<file path="src/rtl/prio_arb_pkg.sv">
// -----------------------------------------------------------------------------
// prio_arb_pkg
// Shared definitions for the N-input priority arbiter: the priority mode
// encodings and the arbiter state encoding.
// -----------------------------------------------------------------------------
package prio_arb_pkg;

  // Priority mode, sampled on each arbitration cycle
  localparam logic MODE_FIXED = 1'b0;  // highest set index wins
  localparam logic MODE_RR    = 1'b1;  // round-robin starting below the last winner

  // Arbiter states
  typedef enum logic [0:0] {
    ST_IDLE  = 1'b0,
    ST_GRANT = 1'b1
  } arb_state_e;

endpackage : prio_arb_pkg

</file>
<file path="src/rtl/prio_pick.sv">
// -----------------------------------------------------------------------------
// prio_pick
// Combinational highest-set-bit finder.
// Ports:
//   i_vec   [N-1:0]  input vector
//   o_found          1 when any bit of i_vec is set
//   o_idx   [W-1:0]  index of the highest set bit (0 when none is set)
// -----------------------------------------------------------------------------
module prio_pick #(
  parameter int N = 8
) (
  input  logic [N-1:0]         i_vec,
  output logic                 o_found,
  output logic [$clog2(N)-1:0] o_idx
);

  localparam int W = $clog2(N);

  // Ascending scan: the last set bit visited is the highest one
  always_comb begin
    o_found = 1'b0;
    o_idx   = '0;
    for (int i = 0; i < N; i++) begin
      if (i_vec[i]) begin
        o_found = 1'b1;
        o_idx   = W'(i);
      end else begin
        o_found = o_found;
        o_idx   = o_idx;
      end
    end
  end

endmodule : prio_pick

</file>
<file path="src/rtl/prio_arbiter_n.sv">
// -----------------------------------------------------------------------------
// prio_arbiter_n
// Registered N-input priority arbiter with fixed or round-robin priority.
// A granted requester keeps its grant for as long as its request stays high;
// on release another pending request is granted on the same edge.
// Ports:
//   clk    system clock, rising edge
//   rst_n  synchronous active-low reset
//   en     arbitration enable (an existing grant still holds while low)
//   mode   0 = fixed priority (highest index), 1 = round-robin
//   req    [N-1:0] request vector
//   grant  [N-1:0] registered one-hot grant
//   idx    [W-1:0] registered binary index of the granted requester
//   valid  high while a grant is held
// -----------------------------------------------------------------------------
module prio_arbiter_n
  import prio_arb_pkg::*;
#(
  parameter int N = 8
) (
  input  logic                 clk,
  input  logic                 rst_n,
  input  logic                 en,
  input  logic                 mode,
  input  logic [N-1:0]         req,
  output logic [N-1:0]         grant,
  output logic [$clog2(N)-1:0] idx,
  output logic                 valid
);

  localparam int W = $clog2(N);

  arb_state_e   r_state;
  logic [N-1:0] r_grant;
  logic [W-1:0] r_idx;
  logic         r_valid;
  logic [W-1:0] r_last;

  logic [N-1:0] w_mask_req;
  logic         w_m_found;
  logic [W-1:0] w_m_idx;
  logic         w_a_found;
  logic [W-1:0] w_a_idx;
  logic [W-1:0] w_win_idx;
  logic [N-1:0] w_win_onehot;

  // Requests strictly below the last winner; searching these first makes
  // the round-robin order last-1 down to 0, then wrap to N-1 .. last
  always_comb begin
    w_mask_req = '0;
    for (int i = 0; i < N; i++) begin
      w_mask_req[i] = req[i] & (W'(i) < r_last);
    end
  end

  prio_pick #(.N(N)) u_pick_masked (
    .i_vec   (w_mask_req),
    .o_found (w_m_found),
    .o_idx   (w_m_idx)
  );

  prio_pick #(.N(N)) u_pick_all (
    .i_vec   (req),
    .o_found (w_a_found),
    .o_idx   (w_a_idx)
  );

  // Winner selection: masked result only in round-robin mode and only if found
  always_comb begin
    if ((mode == MODE_RR) && w_m_found) begin
      w_win_idx = w_m_idx;
    end else begin
      w_win_idx = w_a_idx;
    end
    w_win_onehot = {{(N-1){1'b0}}, 1'b1} << w_win_idx;
  end

  // Arbiter FSM with registered grant, index, valid and round-robin pointer
  always_ff @(posedge clk) begin
    if (!rst_n) begin
      r_state <= ST_IDLE;
      r_grant <= '0;
      r_idx   <= '0;
      r_valid <= 1'b0;
      r_last  <= '0;
    end else begin
      case (r_state)
        ST_IDLE: begin
          if (en && w_a_found) begin
            r_state <= ST_GRANT;
            r_grant <= w_win_onehot;
            r_idx   <= w_win_idx;
            r_valid <= 1'b1;
            r_last  <= w_win_idx;
          end else begin
            r_state <= ST_IDLE;
            r_grant <= '0;
            r_idx   <= '0;
            r_valid <= 1'b0;
          end
        end
        ST_GRANT: begin
          if (req[r_idx]) begin
            // Held grant: no preemption by any other request
            r_state <= ST_GRANT;
          end else if (en && w_a_found) begin
            // req[r_idx] is low here, so any set bit is another requester
            r_state <= ST_GRANT;
            r_grant <= w_win_onehot;
            r_idx   <= w_win_idx;
            r_valid <= 1'b1;
            r_last  <= w_win_idx;
          end else begin
            r_state <= ST_IDLE;
            r_grant <= '0;
            r_idx   <= '0;
            r_valid <= 1'b0;
          end
        end
        default: begin
          r_state <= ST_IDLE;
          r_grant <= '0;
          r_idx   <= '0;
          r_valid <= 1'b0;
        end
      endcase
    end
  end

  assign grant = r_grant;
  assign idx   = r_idx;
  assign valid = r_valid;

endmodule : prio_arbiter_n

</file>
<file path="config.mk">
export PLATFORM = sky130hd
export DESIGN_NAME = prio_arbiter_n
export DESIGN_NICKNAME = d
export VERILOG_FILES = /design/src/rtl/prio_arb_pkg.sv /design/src/rtl/prio_pick.sv /design/src/rtl/prio_arbiter_n.sv
export SDC_FILE = /design/constraint.sdc
export NUM_CORES = 1
export LEC_CHECK = 0
export ABC_AREA = 0
export CAP_MARGIN = 15
export CORE_AREA = 2 2 48 50
export DETAILED_ROUTE_END_ITERATION = 7
export DIE_AREA = 0 0 50 52
export PLACE_DENSITY_LB_ADDON = 0.12
export RECOVER_POWER = 50
export SLEW_MARGIN = 20
export SYNTH_ARGS = -nofsm -noshare
export SYNTH_HDL_FRONTEND = slang
export SYNTH_HIERARCHICAL = 1
export SYNTH_SLANG_ARGS = --single-unit
export TNS_END_PERCENT = 30
</file>
<file path="constraint.sdc">
create_clock -name clk -period 2.7 [get_ports clk]
set_input_delay 0.54 -clock clk [delete_from_list [all_inputs] [get_ports clk]]
set_output_delay 0.54 -clock clk [all_outputs]
set_load 0.02 [all_outputs]
</file>
==> results.json <==
{
  "globalplace.congestion": 0.812,
  "die_x_um": 50,
  "wl_met2_um": 1220,
  "syn_area_per_cell_um2": 8.49,
  "synth-edff-count": 0,
  "layout-drive-gt1-share_pct": 7.28,
  "crit_type": "primary input to register",
  "seq_area_frac_synth_pct": 29.9,
  "startpoint_type": "primary input",
  "min_to": "grant[6]$_SDFFE_PN0P_",
  "max_freq_mhz": 406,
  "wl_met1_um": 1130,
  "cts_hold_buf": 0,
  "hpwl_um": 1940,
  "drv_cap": 0,
  "root_buffer": "clkbuf_4",
  "drt_wl_total_um": 2480,
  "cts_buffer_depth": 2,
  "tritoncts": "done",
  "cts_resized": 0,
  "relSlewSlack_pct": 57.0,
  "clk_pin_slew_ns": 0.10,
  "rsz0062_at_grt": "no",
  "drc": 0,
  "grt_pass1_vias": 975,
  "insertedDiodeCount": 0,
  "rows": 17,
  "stdcell_count": 179,
  "syn_to_final_growth_pct": 24.9,
  "synthCells": 126,
  "netlist_area_um2": 1070,
  "core_area_um2": 2110,
  "synthTopCellsByArea": "dfxtp_1 30%, mux2i_1 13%, nand2_1 5.3%",
  "synth_top_area_share_pct": 29.9,
  "num_io_pins": 24,
  "yosys.area.top_type": "dfxtp_1",
  "worstMarginPinSlew_ns": 0.643,
  "grtUsageTotal_pct": 22.1,
  "placed_area_um2": 1310,
  "dieArea_um2": 2600,
  "finalSetupTns_ns": 0,
  "cp.required_ns": 2.92,
  "layout_min_cycle_time_ns": 2.46,
  "r2r_end": "grant[0]$_SDFFE_PN0P_",
  "synth.top_cells.by_count": "16 x dfxtp_1, 15 x nand2_1, 14 x mux2i_1, 11 x nor2_1, 9 x a21oi_1",
  "postCtsSetupRepairBufs": 0,
  "synthDistinctLibCells": 32,
  "r2r-start": "idx[0]$_SDFFE_PN0P_",
  "dr.first_iter.drc_count": 14,
  "ys.flop_type": "dfxtp_1",
  "wl_per_cell_um": 13.9,
  "yosysWarnings": 6,
  "vias": 1024,
  "htreeDepth": 1,
  "top_layer": "met4",
  "end_kind": "register",
  "grt_pass1_wl_um": 4340,
  "globalRouteOverflowTotal": 0,
  "min_path_type": "register to register",
  "crit_arrival_ns": 2.69,
  "ant_nets": 0,
  "power_density_nw_per_um2": 454,
  "grt_max_degree": 15,
  "cts_buffers": 3,
  "status": "completed",
  "first_pass_iters": 4,
  "ys_async_sr_fraction_pct": 0,
  "cts_sinks": 16,
  "antenna_found_initial": 0,
  "viasPerCell": 5.72,
  "yosysMostFrequentCell": "dfxtp_1",
  "min-delay-start": "grant[6]$_SDFFE_PN0P_",
  "wl_met3_um": 85,
  "finalInstanceArea_um2": 1340,
  "ir_drop_mv": 0.349,
  "start_util_pct": 50.8,
  "fin_nets": 164,
  "synth_seq_cells": 16,
  "ff2ff_setup_slack_ns": 0.33,
  "rr_worst_depth": 4,
  "die_h_um": 52,
  "p_leak_uw": 0.000572,
  "dp_cells": 175,
  "critPathMaxFanout": 14,
  "port_buffers": 23,
  "period_share_pct": 91.3,
  "holdPathStages": 2,
  "setup_viol": 0,
  "finalMaxSlewViolations": 0,
  "fin_worst_skew_ns": 0.00573,
  "finalHoldViolations": 0,
  "clk_latency_ns": 0.30
}
-- power breakdown --
group / internal [uW] / switching (uW)
Combinational: 81.7 / 95.2
Clock: 82.3 / 78.7
Sequential: 251 / 18.3
Total: 415 / 192
-- worst max-delay path, stage by stage --
cell	delay (ns)
clkdlybuf4s50_1	0.52
mux2_4	0.32
mux4_2	0.53
nand2_1	0.52
mux2i_1	0.26
-- per-stage QoR --
| step | hold slack [ns] | setup slack [ns] | total power (uW) | utilization [%] |
|---|---|---|---|---|
| after global routing | 0.493 | 0.169 | 639 | 63.5 |
| after CTS | 0.467 | 0.420 | 616 | 63.8 |
| after global placement | 0.446 | 0.186 | 454 | 62.1 |
| after detailed placement | 0.449 | 0.111 | 457 | 62.1 |
| final | 0.461 | 0.235 | 607 | 63.5 |
| after floorplan | 0.488 | 0.784 | 398 | - |
-- area by class of cell --
cell class              count  area (um2)
clock buffers               4        36.3
multi-input cells          98         673
well taps                  28        35.0
fillers                   188         769
flip-flops and latches     16         320
inverters                   9        33.8
repair buffers             24         238
-- routing by layer --
layer / GRT usage (%) / vias to the layer above
met5: 0 / -
met4: 11.1 / 0
met3: 2.87 / 5
met2: 39.0 / 20
met1: 26.2 / 483
li1: - / 516
-- registers in the layout (all words and copies together) (netlist names) --
signal   count
valid        1
r_state      1
idx          3
grant        8
r_last       3
-- cells by family (layout without fill, tap and decap cells) --
family          after synthesis  count (layout)  synth area share, %
flops                        16              16                 29.9
buf+inv                      13              37                 6.78
mux                          22              22                 24.0
simple gates                 46              46                 20.8
compound gates               28              28                 18.1
other cells                   1               2                0.351
-- worst max-delay path by stage --
stage | depth (start not counted) | endpoint | slack, ns | startpoint
floorplan | 6 | grant[0]$_SDFFE_PN0P_ | 0.78 | idx[0]$_SDFFE_PN0P_
global placement | 8 | r_last[0]$_SDFFE_PN0P_ | 0.19 | req[6]
detailed placement | 8 | idx[0]$_SDFFE_PN0P_ | 0.11 | req[6]
CTS | 8 | grant[2]$_SDFFE_PN0P_ | 0.42 | req[6]
global route | 5 | grant[3]$_SDFFE_PN0P_ | 0.17 | req[1]
finish | 5 | grant[0]$_SDFFE_PN0P_ | 0.24 | req[4]
-- cell usage in the layout, fill, tap and decap left out, types with 3 or more instances in the layout --
cell type	count
nand2_1	16
dfxtp_1	16
mux2i_1	14
dlygate4sd3_1	12
nor2_1	11
clkdlybuf4s50_1	11
a21oi_1	9
inv_1	7
nand4_1	6
nand3_1	6
o31ai_1	5
and3_1	3
mux2_1	3
o211ai_1	3
clkbuf_4	3
Power figures use the tool's default switching activity.
